===== src/rtl/maxigp_arb_pkg.sv =====
// Shared types and constants for the MAXIGP register-bus arbiter.
//   state_e      : transaction FSM states (IDLE, BUS, RESP)
//   RESP_OKAY    : AXI OKAY response code
//   RESP_SLVERR  : AXI SLVERR response code (register bus timeout)
package maxigp_arb_pkg;

    typedef enum logic [1:0] {
        IDLE = 2'd0,
        BUS  = 2'd1,
        RESP = 2'd2
    } state_e;

    localparam logic [1:0] RESP_OKAY   = 2'b00;
    localparam logic [1:0] RESP_SLVERR = 2'b10;

endpackage


===== src/rtl/maxigp_rr_arbiter.sv =====
// Combinational round-robin grant for NPORT requesters.
//   pending   in   NPORT   per-port request
//   ptr       in   PTR_W   highest-priority port index
//   grant     out  NPORT   one-hot grant (all zero when nothing pending)
//   grant_idx out  PTR_W   index of the granted port
//   any       out  1       at least one port pending
module maxigp_rr_arbiter #(
    parameter int NPORT = 2,
    parameter int PTR_W = (NPORT > 1) ? $clog2(NPORT) : 1
) (
    input  logic [NPORT-1:0] pending,
    input  logic [PTR_W-1:0] ptr,
    output logic [NPORT-1:0] grant,
    output logic [PTR_W-1:0] grant_idx,
    output logic             any
);

    logic [PTR_W-1:0] idx;

    // Walk the ports starting at ptr, wrapping at NPORT; first hit wins.
    always_comb begin
        grant     = '0;
        grant_idx = '0;
        any       = 1'b0;
        idx       = '0;
        for (int i = 0; i < NPORT; i++) begin
            idx = PTR_W'((int'(ptr) + i) % NPORT);
            if (!any && pending[idx]) begin
                any        = 1'b1;
                grant[idx] = 1'b1;
                grant_idx  = idx;
            end
        end
    end

endmodule


===== src/rtl/maxigp_reg_arbiter.sv =====
// Shares one PL req/ack register bus between NPORT single-beat AXI slave
// ports. Requests are arbitrated round-robin, one transaction in flight in
// total; B/R responses return on the originating port with the original ID.
//
// Optional build macro: MAXIGP_ARB_TIMEOUT_EN
//   defined   : BUS gives up after TIMEOUT cycles without reg_ack and answers
//               SLVERR with zero read data.
//   undefined : BUS waits for reg_ack forever; responses are always OKAY.
//
// Ports (port p of each packed array belongs to AXI port p):
//   aclk, areset              clock, async active-high reset
//   s_aw*/s_w*/s_b*           AXI write address/data/response channels
//   s_ar*/s_r*                AXI read address/data channels
//   reg_req/we/addr/wdata/wstrb  register bus request, held until reg_ack
//   reg_ack/reg_rdata         register bus completion and read data
module maxigp_reg_arbiter
    import maxigp_arb_pkg::*;
#(
    parameter int NPORT   = 2,
    parameter int ADDR_W  = 40,
    parameter int DATA_W  = 32,
`ifdef MAXIGP_ARB_TIMEOUT_EN
    parameter int TIMEOUT = 255,
`endif
    parameter int ID_W    = 16
) (
    input  logic                              aclk,
    input  logic                              areset,

    input  logic [NPORT-1:0]                  s_awvalid,
    output logic [NPORT-1:0]                  s_awready,
    input  logic [NPORT-1:0][ID_W-1:0]        s_awid,
    input  logic [NPORT-1:0][ADDR_W-1:0]      s_awaddr,
    input  logic [NPORT-1:0]                  s_wvalid,
    output logic [NPORT-1:0]                  s_wready,
    input  logic [NPORT-1:0][DATA_W-1:0]      s_wdata,
    input  logic [NPORT-1:0][DATA_W/8-1:0]    s_wstrb,
    output logic [NPORT-1:0]                  s_bvalid,
    input  logic [NPORT-1:0]                  s_bready,
    output logic [NPORT-1:0][ID_W-1:0]        s_bid,
    output logic [NPORT-1:0][1:0]             s_bresp,

    input  logic [NPORT-1:0]                  s_arvalid,
    output logic [NPORT-1:0]                  s_arready,
    input  logic [NPORT-1:0][ID_W-1:0]        s_arid,
    input  logic [NPORT-1:0][ADDR_W-1:0]      s_araddr,
    output logic [NPORT-1:0]                  s_rvalid,
    input  logic [NPORT-1:0]                  s_rready,
    output logic [NPORT-1:0][ID_W-1:0]        s_rid,
    output logic [NPORT-1:0][DATA_W-1:0]      s_rdata,
    output logic [NPORT-1:0][1:0]             s_rresp,

    output logic                              reg_req,
    output logic                              reg_we,
    output logic [ADDR_W-1:0]                 reg_addr,
    output logic [DATA_W-1:0]                 reg_wdata,
    output logic [DATA_W/8-1:0]               reg_wstrb,
    input  logic                              reg_ack,
    input  logic [DATA_W-1:0]                 reg_rdata
);

    localparam int PTR_W  = (NPORT > 1) ? $clog2(NPORT) : 1;
    localparam int STRB_W = DATA_W / 8;

    state_e             state, state_nx;
    logic [PTR_W-1:0]   rr_ptr;
    logic [PTR_W-1:0]   gnt_idx;
    logic [PTR_W-1:0]   sel_idx;
    logic [NPORT-1:0]   wr_pend, pending, grant;
    logic               any, sel_we, accept, resp_hs, tmo_hit;

    logic               cap_we;
    logic [ID_W-1:0]    cap_id;
    logic [ADDR_W-1:0]  cap_addr;
    logic [DATA_W-1:0]  cap_wdata;
    logic [STRB_W-1:0]  cap_wstrb;
    logic [DATA_W-1:0]  cap_rdata;
    logic [1:0]         cap_resp;

    // A write needs both AW and W; a lone AW is not a request yet.
    assign wr_pend = s_awvalid & s_wvalid;
    assign pending = wr_pend | s_arvalid;

    maxigp_rr_arbiter #(.NPORT(NPORT), .PTR_W(PTR_W)) u_rr (
        .pending   (pending),
        .ptr       (rr_ptr),
        .grant     (grant),
        .grant_idx (sel_idx),
        .any       (any)
    );

    // Write takes precedence over read on the same port.
    assign sel_we  = wr_pend[sel_idx];
    assign accept  = (state == IDLE) && any;
    assign resp_hs = (state == RESP) &&
                     (cap_we ? s_bready[gnt_idx] : s_rready[gnt_idx]);

`ifdef MAXIGP_ARB_TIMEOUT_EN
    localparam int TMO_W = $clog2(TIMEOUT + 1);
    logic [TMO_W-1:0] tmo_cnt;

    // Counts BUS cycles; fires on the TIMEOUT-th one unless ack arrives.
    assign tmo_hit = (state == BUS) && !reg_ack && (tmo_cnt == TMO_W'(TIMEOUT - 1));

    always_ff @(posedge aclk or posedge areset) begin
        if (areset)              tmo_cnt <= '0;
        else if (state != BUS)   tmo_cnt <= '0;
        else                     tmo_cnt <= tmo_cnt + 1'b1;
    end
`else
    assign tmo_hit = 1'b0;
`endif

    always_comb begin
        state_nx  = state;
        s_awready = '0;
        s_wready  = '0;
        s_arready = '0;
        unique case (state)
            IDLE: begin
                if (any) begin
                    state_nx = BUS;
                    // Ready is a single-cycle pulse: the handshake completes
                    // this cycle and the FSM leaves IDLE on the same edge.
                    if (sel_we) begin
                        s_awready = grant;
                        s_wready  = grant;
                    end else begin
                        s_arready = grant;
                    end
                end
            end
            BUS:     if (reg_ack || tmo_hit) state_nx = RESP;
            RESP:    if (resp_hs)            state_nx = IDLE;
            default: state_nx = IDLE;
        endcase
    end

    always_ff @(posedge aclk or posedge areset) begin
        if (areset) begin
            state     <= IDLE;
            rr_ptr    <= '0;
            gnt_idx   <= '0;
            cap_we    <= 1'b0;
            cap_id    <= '0;
            cap_addr  <= '0;
            cap_wdata <= '0;
            cap_wstrb <= '0;
            cap_rdata <= '0;
            cap_resp  <= RESP_OKAY;
        end else begin
            state <= state_nx;
            if (accept) begin
                gnt_idx   <= sel_idx;
                cap_we    <= sel_we;
                cap_id    <= sel_we ? s_awid[sel_idx]   : s_arid[sel_idx];
                cap_addr  <= sel_we ? s_awaddr[sel_idx] : s_araddr[sel_idx];
                cap_wdata <= sel_we ? s_wdata[sel_idx]  : '0;
                cap_wstrb <= sel_we ? s_wstrb[sel_idx]  : '0;
            end
            // Ack is only honoured in BUS; a late ack after timeout is dropped.
            if (state == BUS) begin
                if (reg_ack) begin
                    cap_rdata <= reg_rdata;
                    cap_resp  <= RESP_OKAY;
                end else if (tmo_hit) begin
                    cap_rdata <= '0;
                    cap_resp  <= RESP_SLVERR;
                end
            end
            if (resp_hs)
                rr_ptr <= (gnt_idx == PTR_W'(NPORT - 1)) ? '0 : gnt_idx + 1'b1;
        end
    end

    assign reg_req   = (state == BUS);
    assign reg_we    = cap_we;
    assign reg_addr  = cap_addr;
    assign reg_wdata = cap_wdata;
    assign reg_wstrb = cap_wstrb;

    // Response payload is shared; only the granted port sees valid.
    for (genvar p = 0; p < NPORT; p++) begin : g_port
        logic sel;
        assign sel         = (gnt_idx == PTR_W'(p));
        assign s_bvalid[p] = (state == RESP) &&  cap_we && sel;
        assign s_rvalid[p] = (state == RESP) && !cap_we && sel;
        assign s_bid[p]    = cap_id;
        assign s_rid[p]    = cap_id;
        assign s_bresp[p]  = cap_resp;
        assign s_rresp[p]  = cap_resp;
        assign s_rdata[p]  = cap_rdata;
    end

endmodule

===== config.mk =====
export PLATFORM = sky130hd
export DESIGN_NAME = maxigp_reg_arbiter
export DESIGN_NICKNAME = d
export VERILOG_FILES = /design/src/rtl/maxigp_arb_pkg.sv /design/src/rtl/maxigp_rr_arbiter.sv /design/src/rtl/maxigp_reg_arbiter.sv
export SDC_FILE = /design/constraint.sdc
export NUM_CORES = 1
export LEC_CHECK = 0
export CORE_AREA = 3 3 218 220
export DETAILED_ROUTE_END_ITERATION = 6
export DIE_AREA = 0 0 221 223
export GPL_TIMING_DRIVEN = 0
export PLACE_DENSITY_LB_ADDON = 0.05
export REMOVE_ABC_BUFFERS = 1
export SYNTH_ARGS = -nofsm -noshare
export SYNTH_HDL_FRONTEND = slang
export SYNTH_SLANG_ARGS = --single-unit

===== constraint.sdc =====
create_clock -name aclk -period 4.6 [get_ports aclk]
set_input_delay 0.92 -clock aclk [delete_from_list [all_inputs] [get_ports aclk]]
set_output_delay 0.92 -clock aclk [all_outputs]
set_load 0.05 [all_outputs]

== Word level (Yosys, flattened, before mapping) ==
Index checks and enable logic that the tools add are counted.

* Output and inout bits: 224
* Input port bits: 341
* Logic and storage cells: 90
* Flip-flop bits (word level): 129

* Reduce and logical (&&, ||, !) cells: 16
* Bitwise operators: 4
* Muxes and demuxes: 48
* Magnitude comparators: 6
* Add/subtract/negate cells: 2
* Equality and inequality tests: 5

{| class="wikitable"
|+ Operators by type and width
! operator !! count
|-
| 2-to-1 mux 40 bit || 5
|-
| 2-to-1 mux 32 bit || 3
|-
| 2-to-1 mux 16 bit || 5
|-
| 2-to-1 mux 2 bit || 11
|-
| 2-to-1 mux 1 bit || 18
|-
| 2-to-1 mux 4 bit || 3
|-
| logical AND 1 bit || 11
|-
| less-than comparator 1 x 2 -> 1 bit (second input constant) || 4
|-
| one-hot mux 2 bit (3 select lines) || 1
|-
| != test 2 bit (second input constant) || 2
|-
| bitwise OR 2 bit || 2
|-
| AND reduction 3 bit || 1
|-
| adder 1 bit (second input constant) || 2
|-
| AND 2 bit || 1
|-
| demux 1 bit (select 1 bit) || 2
|-
| == test 2 x 1 -> 1 bit (second input constant) || 1
|-
| == test 2 bit (second input constant) || 1
|-
| greater-or-equal comparator 1 bit (second input constant) || 2
|-
| logical NOT 1 bit || 2
|-
| logical NOT 2 bit || 1
|-
| != test 2 x 1 -> 1 bit (second input constant) || 1
|-
| AND reduction 2 bit || 1
|-
| NOT 1 bit || 1
|}

== Longest topological paths before layout ==
Gate-level depths: netlist of run 1.

* Depth in word-level cells: 13
* Depth in mapped cells: 7
* Depth with buffers taken out: 4

== Cells and area by module ==
From an unflattened synthesis of run 1, not the netlist that was laid out.

* Cell total of the unflattened synthesis: 751
* Area, all modules: 7,861.3 um2

{| class="wikitable"
|+ By module, submodules not included
! module !! sequential area each (um2) !! times used !! cells an instance !! area each (um2)
|-
| maxigp_reg_arbiter || 3,228.1 || 1 || 746 || 7,828.8
|-
| maxigp_rr_arbiter || 0.0 || 1 || 5 || 32.5
|}

== Least setup slack after synthesis of run 1 ==
Ideal clock, no wire load.

* Kind: input -> output
* Start: input s_awvalid[0]
* End: output s_wready[1]
* Arrival: 3.166 ns
* Buffers on the path: 1
* Cell stages on the path: 4
* Path slack: 0.514 ns
* Path through: a21oi_2 -> nor2_1 -> nor4_1 -> buf_4

* Longest elaborated chain between the ends: 13

{| class="wikitable"
|+ RTL lines
! what !! RTL line !! RTL
|-
| start: declaration || maxigp_reg_arbiter.sv:30 || <nowiki>input logic [NPORT-1:0] s_awvalid,</nowiki>
|-
| AND 2 bit (*) || maxigp_reg_arbiter.sv:81 || <nowiki>assign wr_pend = s_awvalid & s_wvalid;</nowiki>
|-
| bitwise OR 2 bit || maxigp_reg_arbiter.sv:82 || <nowiki>assign pending = wr_pend | s_arvalid;</nowiki>
|-
| 2-to-1 mux 1 bit (not written as such) (2 in series) || maxigp_rr_arbiter.sv:28 || <nowiki>if (!any && pending[idx]) begin</nowiki>
|-
| 2-to-1 mux 1 bit || maxigp_rr_arbiter.sv:28 ||
|-
| logical NOT 1 bit || maxigp_rr_arbiter.sv:28 ||
|-
| logical AND 1 bit || maxigp_rr_arbiter.sv:28 ||
|-
| 2-to-1 mux 1 bit || maxigp_rr_arbiter.sv:28 ||
|-
| 2-to-1 mux 1 bit (not written as such) (2 in series) || maxigp_reg_arbiter.sv:93 || <nowiki>assign sel_we = wr_pend[sel_idx];</nowiki>
|-
| 2-to-1 mux 2 bit || - ||
|-
| 2-to-1 mux 2 bit (*) (2 in series) || - ||
|-
| end: declaration || maxigp_reg_arbiter.sv:35 || <nowiki>output logic [NPORT-1:0] s_wready,</nowiki>
|}

Mark *: on every way between the ends. The rest lies on a longest branch, timed or not. The select of a mux whose other input is x is not followed.

== Worst setup path after layout of run 1 ==
* Start: input s_arvalid[1]
* End: output s_awready[0]

* Longest elaborated chain between the ends: 12

{| class="wikitable"
|+ RTL lines
! what !! RTL line !! RTL
|-
| start: declaration || maxigp_reg_arbiter.sv:43 || <nowiki>input logic [NPORT-1:0] s_arvalid,</nowiki>
|-
| bitwise OR 2 bit (*) || maxigp_reg_arbiter.sv:82 ||
|-
| 2-to-1 mux 1 bit (not written as such) (2 in series) || maxigp_rr_arbiter.sv:28 ||
|-
| 2-to-1 mux 1 bit || maxigp_rr_arbiter.sv:28 ||
|-
| logical NOT 1 bit || maxigp_rr_arbiter.sv:28 ||
|-
| logical AND 1 bit || maxigp_rr_arbiter.sv:28 ||
|-
| 2-to-1 mux 1 bit || maxigp_rr_arbiter.sv:28 ||
|-
| 2-to-1 mux 1 bit (not written as such) (2 in series) || maxigp_reg_arbiter.sv:93 ||
|-
| 2-to-1 mux 2 bit || maxigp_reg_arbiter.sv:125 || <nowiki>if (sel_we) begin</nowiki>
|-
| 2-to-1 mux 2 bit (*) || maxigp_reg_arbiter.sv:121 || <nowiki>if (any) begin</nowiki>
|-
| 2-to-1 mux 2 bit (*) || maxigp_reg_arbiter.sv:119 || <nowiki>unique case (state)</nowiki>
|-
| end: declaration || maxigp_reg_arbiter.sv:31 || <nowiki>output logic [NPORT-1:0] s_awready,</nowiki>
|}

Marked as above.

==> results of run 1 <==
==> worst register-to-register path: cells and delay by family (launching register included) <==
| family | cells | cell delay [ps] |
|---|---|---|
| compound gates | 2 | 890 |
| mux | 1 | 360 |
| buf+inv | 3 | 730 |
| flops | 1 | 470 |
==> worst paths after layout <==
kind / startpoint / endpoint / depth (start not counted)
min reg2reg: reg_wdata[7] / reg_wdata[7] / 2
min: reg_wdata[7] / reg_wdata[7] / 2
max in group asynchronous: areset / reg_wdata[14] / 3
min in group asynchronous: areset / cap_rdata[28] / 2
max: s_arvalid[1] / s_awready[0] / 7
max reg2reg: rr_ptr / reg_addr[2] / 6
==> routing by layer <==
layer | vias up | track usage, % | wire length, um
li1 | 3267 | - | -
met1 | 3249 | 15.7 | 13800
met2 | 314 | 26.1 | 18800
met3 | 39 | 6.83 | 3590
met4 | 12 | 4.92 | 866
met5 | - | 0 | 76
==> sequential cells by signal, summed over array words and instances (netlist names) <==
register,flops
reg_wstrb,4
reg_addr,40
cap_rdata,32
state,2
g_port.sel,1
rr_ptr,1
reg_we,1
cap_id,16
reg_wdata,32
==> final cells by class <==
cell class	instances	area [um2]
inverter	2	15.0
timing repair buffer	574	5970
clock inverter	9	129
tap	600	751
fill	4769	31700
multi-input combinational	415	3220
sequential	129	3230
antenna	3	7.51
clock buffer	23	478
==> report_power, final <==
group / total [mW] / internal (mW) / leakage [nW] / switching [mW]
registers: 2.04 / 1.63 / 1.57 / 0.412
clock network: 1.45 / 0.896 / 0.294 / 0.554
logic: 6.91 / 2.45 / 3.86 / 4.46
total: 10.4 / 4.98 / 5.71 / 5.42
==> through the flow <==
stage,power (mW),setup TNS (ps),cells
finish,10.4,0,1755
global route,10.9,0,1753
CTS,10.6,0,1752
detailed placement,9.08,-704,1719
global placement,9.27,-1545170,1702
floorplan,6.49,-638810,546
==> cells by family after synthesis <==
logic type,synth area share [%]
muxes,25.4
buffers and inverters,13.3
DFF,44.0
and+or+nand+nor,6.61
AOI/OAI and AO/OA,10.7
other,0.0511
==> cells in the final DEF (no fill, tap or decap), types with 2 or more instances in the layout <==
| master | Yosys | routed |
|---|---|---|
| clkdlybuf4s50_1 | 0 | 556 |
| mux2i_1 | 148 | 148 |
| dfrtp_1 | 129 | 129 |
| nand2_1 | 69 | 68 |
| o21ai_1 | 36 | 35 |
| nor2_1 | 34 | 34 |
| mux2_2 | 32 | 32 |
| a221oi_1 | 31 | 31 |
| o221ai_1 | 25 | 25 |
| clkbuf_16 | 0 | 17 |
| buf_16 | 0 | 10 |
| conb_1 | 1 | 8 |
| o21ai_0 | 6 | 6 |
| buf_12 | 0 | 4 |
| diode_2 | 0 | 3 |
| a21oi_1 | 4 | 3 |
| clkbuf_1 | 10 | 3 |
| bufinv_16 | 0 | 3 |
| clkbuf_8 | 0 | 3 |
| clkinv_2 | 0 | 3 |
| buf_8 | 2 | 3 |
| nor2b_1 | 2 | 2 |
| and3_1 | 2 | 2 |
| o21ai_4 | 0 | 2 |
| nand2b_1 | 2 | 2 |
| nor3_1 | 2 | 2 |
| clkinvlp_4 | 0 | 2 |
==> what timing repair did <==
| item | 4_1_cts | 5_1_grt |
|---|---|---|
| buffers inserted | 1 | 0 |
| setup endpoints to repair | 2 | 0 |
| hold buffers | 0 | 0 |
==> qor.yml, run 1 <==
die:
  die_area_um2: 49300
  die_w_um: 221
  initial_core_util_pct: 16.1
  fp.dieH_um: 223
  rows: 78
  io_pins: 565
  core_um2: 45500
global_route:
  grt_pass1_vias: 7628
  grt_pass1_wl_um: 53800
  grt-ovfl-total: 0
  grt_max_degree: 82
  track_usage_pct: 14.8
  antenna_found_initial: 10
logic_synthesis:
  synth_warnings: 0
  post-synth-top-count-cell: "mux2i_1"
  synth_edf_count: 0
  netlist_area_um2: 7340
  synth_ff_type: "dfrtp_1"
  ys_seq_area_share_pct: 44.0
  synthCells: 673
  synth_top_cell_by_area: "dfrtp_1"
  ys_types: 35
  synth.ff_latch_count: 129
  async_flop_share_pct: 100
  synth.area.top_cells: "dfrtp_1, mux2i_1, buf_4, mux2_2, a221oi_1"
  syn_avg_cell_area_um2: 10.9
  synth_top_area_share_pct: 44.0
  yosys-top-cells-count: "mux2i_1, dfrtp_1, buf_4"
critical_path:
  r2r_slack_ps: 2010
  worst-setup-path-type: "in2out"
  required_ps: 3680
  crit_slowest_cell: "clkdlybuf4s50_1"
  critPathTopFamily: "buffers and inverters"
  cp_data_arrival_time_ps: 3480
  critical_path.most_common_cell: "clkdlybuf4s50_1"
  worst-path-buf-inv: 3
  path_max_fanout: 56
  crit_path_max_incr_delay_ps: 820
  critPathLaunchType: "input pin"
  path_cells: "clkdlybuf4s50_1, a21oi_1, a211o_4, buf_16, nor3_4, and2_1, clkdlybuf4s50_1"
  critPathCaptureType: "output pin"
timing:
  timing.final.max_slew_violations: 0
  hold_viol_final: 0
  rsz0062_at_grt: "false"
  slew_headroom_pct: 40.7
  post-route-period-util_pct: 95.6
  period_needed_ps: 4400
  timing.hold.ws_ps: 480
  fmax_ghz: 0.227
  tightestPinTransition_ps: 885
  setup_slack_ps: 204
  setup_viol_count_final: 0
  fin_skew_ps: 8.16
route:
  drc_errors: 0
  drtAntennaViolNets: 0
  wl_per_cell_um: 21.2
  drt-vias-per-instance: 3.92
  drt-initial-drc-count: 211
  wl_um: 37200
  vias: 6881
  drtPass1Iterations: 4
place:
  place_ws_ps: -353
  place_congestion: 0.722
  hpwl_um: 29700
  dpl_cell_area_um2: 13200
  port-buffer-count: 556
clocking:
  cts_root_buffer: "clkbuf_16"
  clock-sinks: 129
  path_clk_slew_ps: 50
  clkLatencyLatePin_ps: 430
  htree_levels: 4
  cts.repair.resized: 0
  cts_buffer_depth: 2
  cts_tree: "built"
  numCtsBuffers: 17
pwr:
  p_leak_nw: 5.71
  powerDensity_nw_per_um2: 754
  ir_drop_uv: 758
layout:
  nets: 1480
  final_cell_area_um2: 13800
  syn_to_final_growth_pct: 87.9
  postLayoutCoreUtil_pct: 30.3
  drive_gt1_share_pct: 7.81
hold_path:
  hold_path_class: "reg2reg"
flow_run:
  max_cap_viol_count: 0
status:
  status: "finished clean"
Power figures use the tool's default switching activity.
==> inputs of run 2 (changes only) <==
CORE_AREA = 4 4 219 221   (was 3 3 218 220)
DIE_AREA = 0 0 223 225   (was 0 0 221 223)
==> qor.yml, run 2 (same netlist as run 1, synthesis figures left out) <==
place:
  place_ws_ps: -702
  hpwl_um: 29400
  port-buffer-count: 556
  dpl_cell_area_um2: 13100
  place_congestion: 0.725
  place_inst: 1725
layout:
  nets: 1480
  postLayoutCoreUtil_pct: 29.9
  multi_input_area_um2: 3230
  fillers: 4776
  regArea_um2: 3230
  final_cells: 1760
  largest_reg_flops: 40
  drive_gt1_share_pct: 8.16
  layout_commonest_cell: "clkdlybuf4s50_1"
  layout_common_cells: "clkdlybuf4s50_1, mux2i_1, dfrtp_1, nand2_1, o21ai_1"
  syn_to_final_growth_pct: 88.0
  final_cell_area_um2: 13800
route:
  drtAntennaViolNets: 0
  drtPass1Iterations: 4
  drt-vias-per-instance: 3.97
  vias: 6992
  wl_um: 38200
  drt-initial-drc-count: 223
  drc_errors: 0
  wl_per_cell_um: 21.7
global_route:
  grt-ovfl-total: 0
  track_usage_pct: 14.7
  grt_max_degree: 68
  antenna_found_initial: 7
  grt_pass1_wl_um: 53700
  grt_pass1_vias: 7623
clocking:
  cts_buffer_depth: 2
  cts_tree: "built"
  ctsHoldBuffers: 0
  clock-sinks: 129
  htree_levels: 4
  clkLatencyLatePin_ps: 470
  cts_root_buffer: "clkbuf_16"
  path_clk_slew_ps: 60
  numCtsBuffers: 17
flow_run:
  max_cap_viol_count: 0
critical_path:
  worst-setup-path-type: "in2out"
  critPathLaunchType: "input pin"
  path_cells: "clkdlybuf4s50_1, a21oi_1, a211oi_4, buf_8, nand2_1, nor2_1, clkdlybuf4s50_1"
  critPathCaptureType: "output pin"
  critical_path.most_common_cell: "clkdlybuf4s50_1"
  cp_data_arrival_time_ps: 3450
  required_ps: 3680
  crit_path_max_incr_delay_ps: 900
  path_max_fanout: 14
  crit_slowest_cell: "clkdlybuf4s50_1"
timing:
  tightestPinTransition_ps: 769
  timing.hold.ws_ps: 483
  fin_skew_ps: 6.96
  hold_viol_final: 0
  setup_slack_ps: 227
  timing.final.max_slew_violations: 0
  slew_headroom_pct: 48.7
  fmax_ghz: 0.229
  rsz0062_at_grt: "false"
  setup_viol_count_final: 0
  finalSetupTns_ps: 0
  post-route-period-util_pct: 95.1
  period_needed_ps: 4370
pwr:
  powerDensity_nw_per_um2: 759
  p_total_mw: 10.5
  p_leak_nw: 5.74
  ir_drop_uv: 451
die:
  io_pins: 565
  fp.dieH_um: 225
  die_w_um: 223
  die_area_um2: 50200
  initial_core_util_pct: 15.9
  core_um2: 46200
  rows: 79
status:
  status: "finished clean"
hold_path:
  hold_path_class: "reg2reg"
==> run 2: timing repair <==
action                     CTS  global route
pin swaps                    1             1
gates cloned                 0             1
setup endpoints to repair    2             1
gates resized for setup      1             2
buffers inserted             1             0
==> run 2: critical path, delay by kind of cell <==
kind	cells	cell delay, ps
AO/OA/AOI/OAI	2	730
buffers and inverters	3	1640
AND/OR/NAND/NOR	2	160
==> run 2: path summary, 6_finish.rpt <==
kind	start	end	slack [ps]	cells past startpoint
setup / recovery	s_awvalid[1]	s_arready[1]	230	7
hold / removal	reg_wdata[20]	reg_wdata[20]	480	2
setup reg to reg	rr_ptr	reg_addr[22]	2030	7
hold reg to reg	reg_wdata[20]	reg_wdata[20]	480	2
max in group asynchronous	areset	reg_wdata[24]	2930	3
min in group asynchronous	areset	cap_rdata[3]	870	2
==> run 2: area by class of cell <==
| type | instances | area share (%) |
|---|---|---|
| timing repair buffer | 573 | 42.9 |
| multi-input combinational | 416 | 23.4 |
| sequential | 129 | 23.4 |
| tap | 607 | 5.50 |
| clock buffer | 19 | 3.28 |
| clock inverter | 13 | 1.34 |
| inverter | 2 | 0.109 |
| antenna | 1 | 0.0181 |
==> run 2: where the power goes <==
group / switching, mW / total [mW] / internal, mW
logic: 4.47 / 6.88 / 2.41
clock network: 0.593 / 1.53 / 0.934
registers: 0.439 / 2.07 / 1.63
total: 5.50 / 10.5 / 4.98
==> run 2: routing by layer <==
| layer | wire [um] | vias up | track usage, % |
|---|---|---|---|
| met5 | 72 | - | 0 |
| met4 | 475 | 10 | 3.86 |
| met1 | 15100 | 3324 | 16.3 |
| met3 | 4160 | 40 | 8.35 |
| li1 | - | 3276 | - |
| met2 | 18400 | 342 | 24.5 |
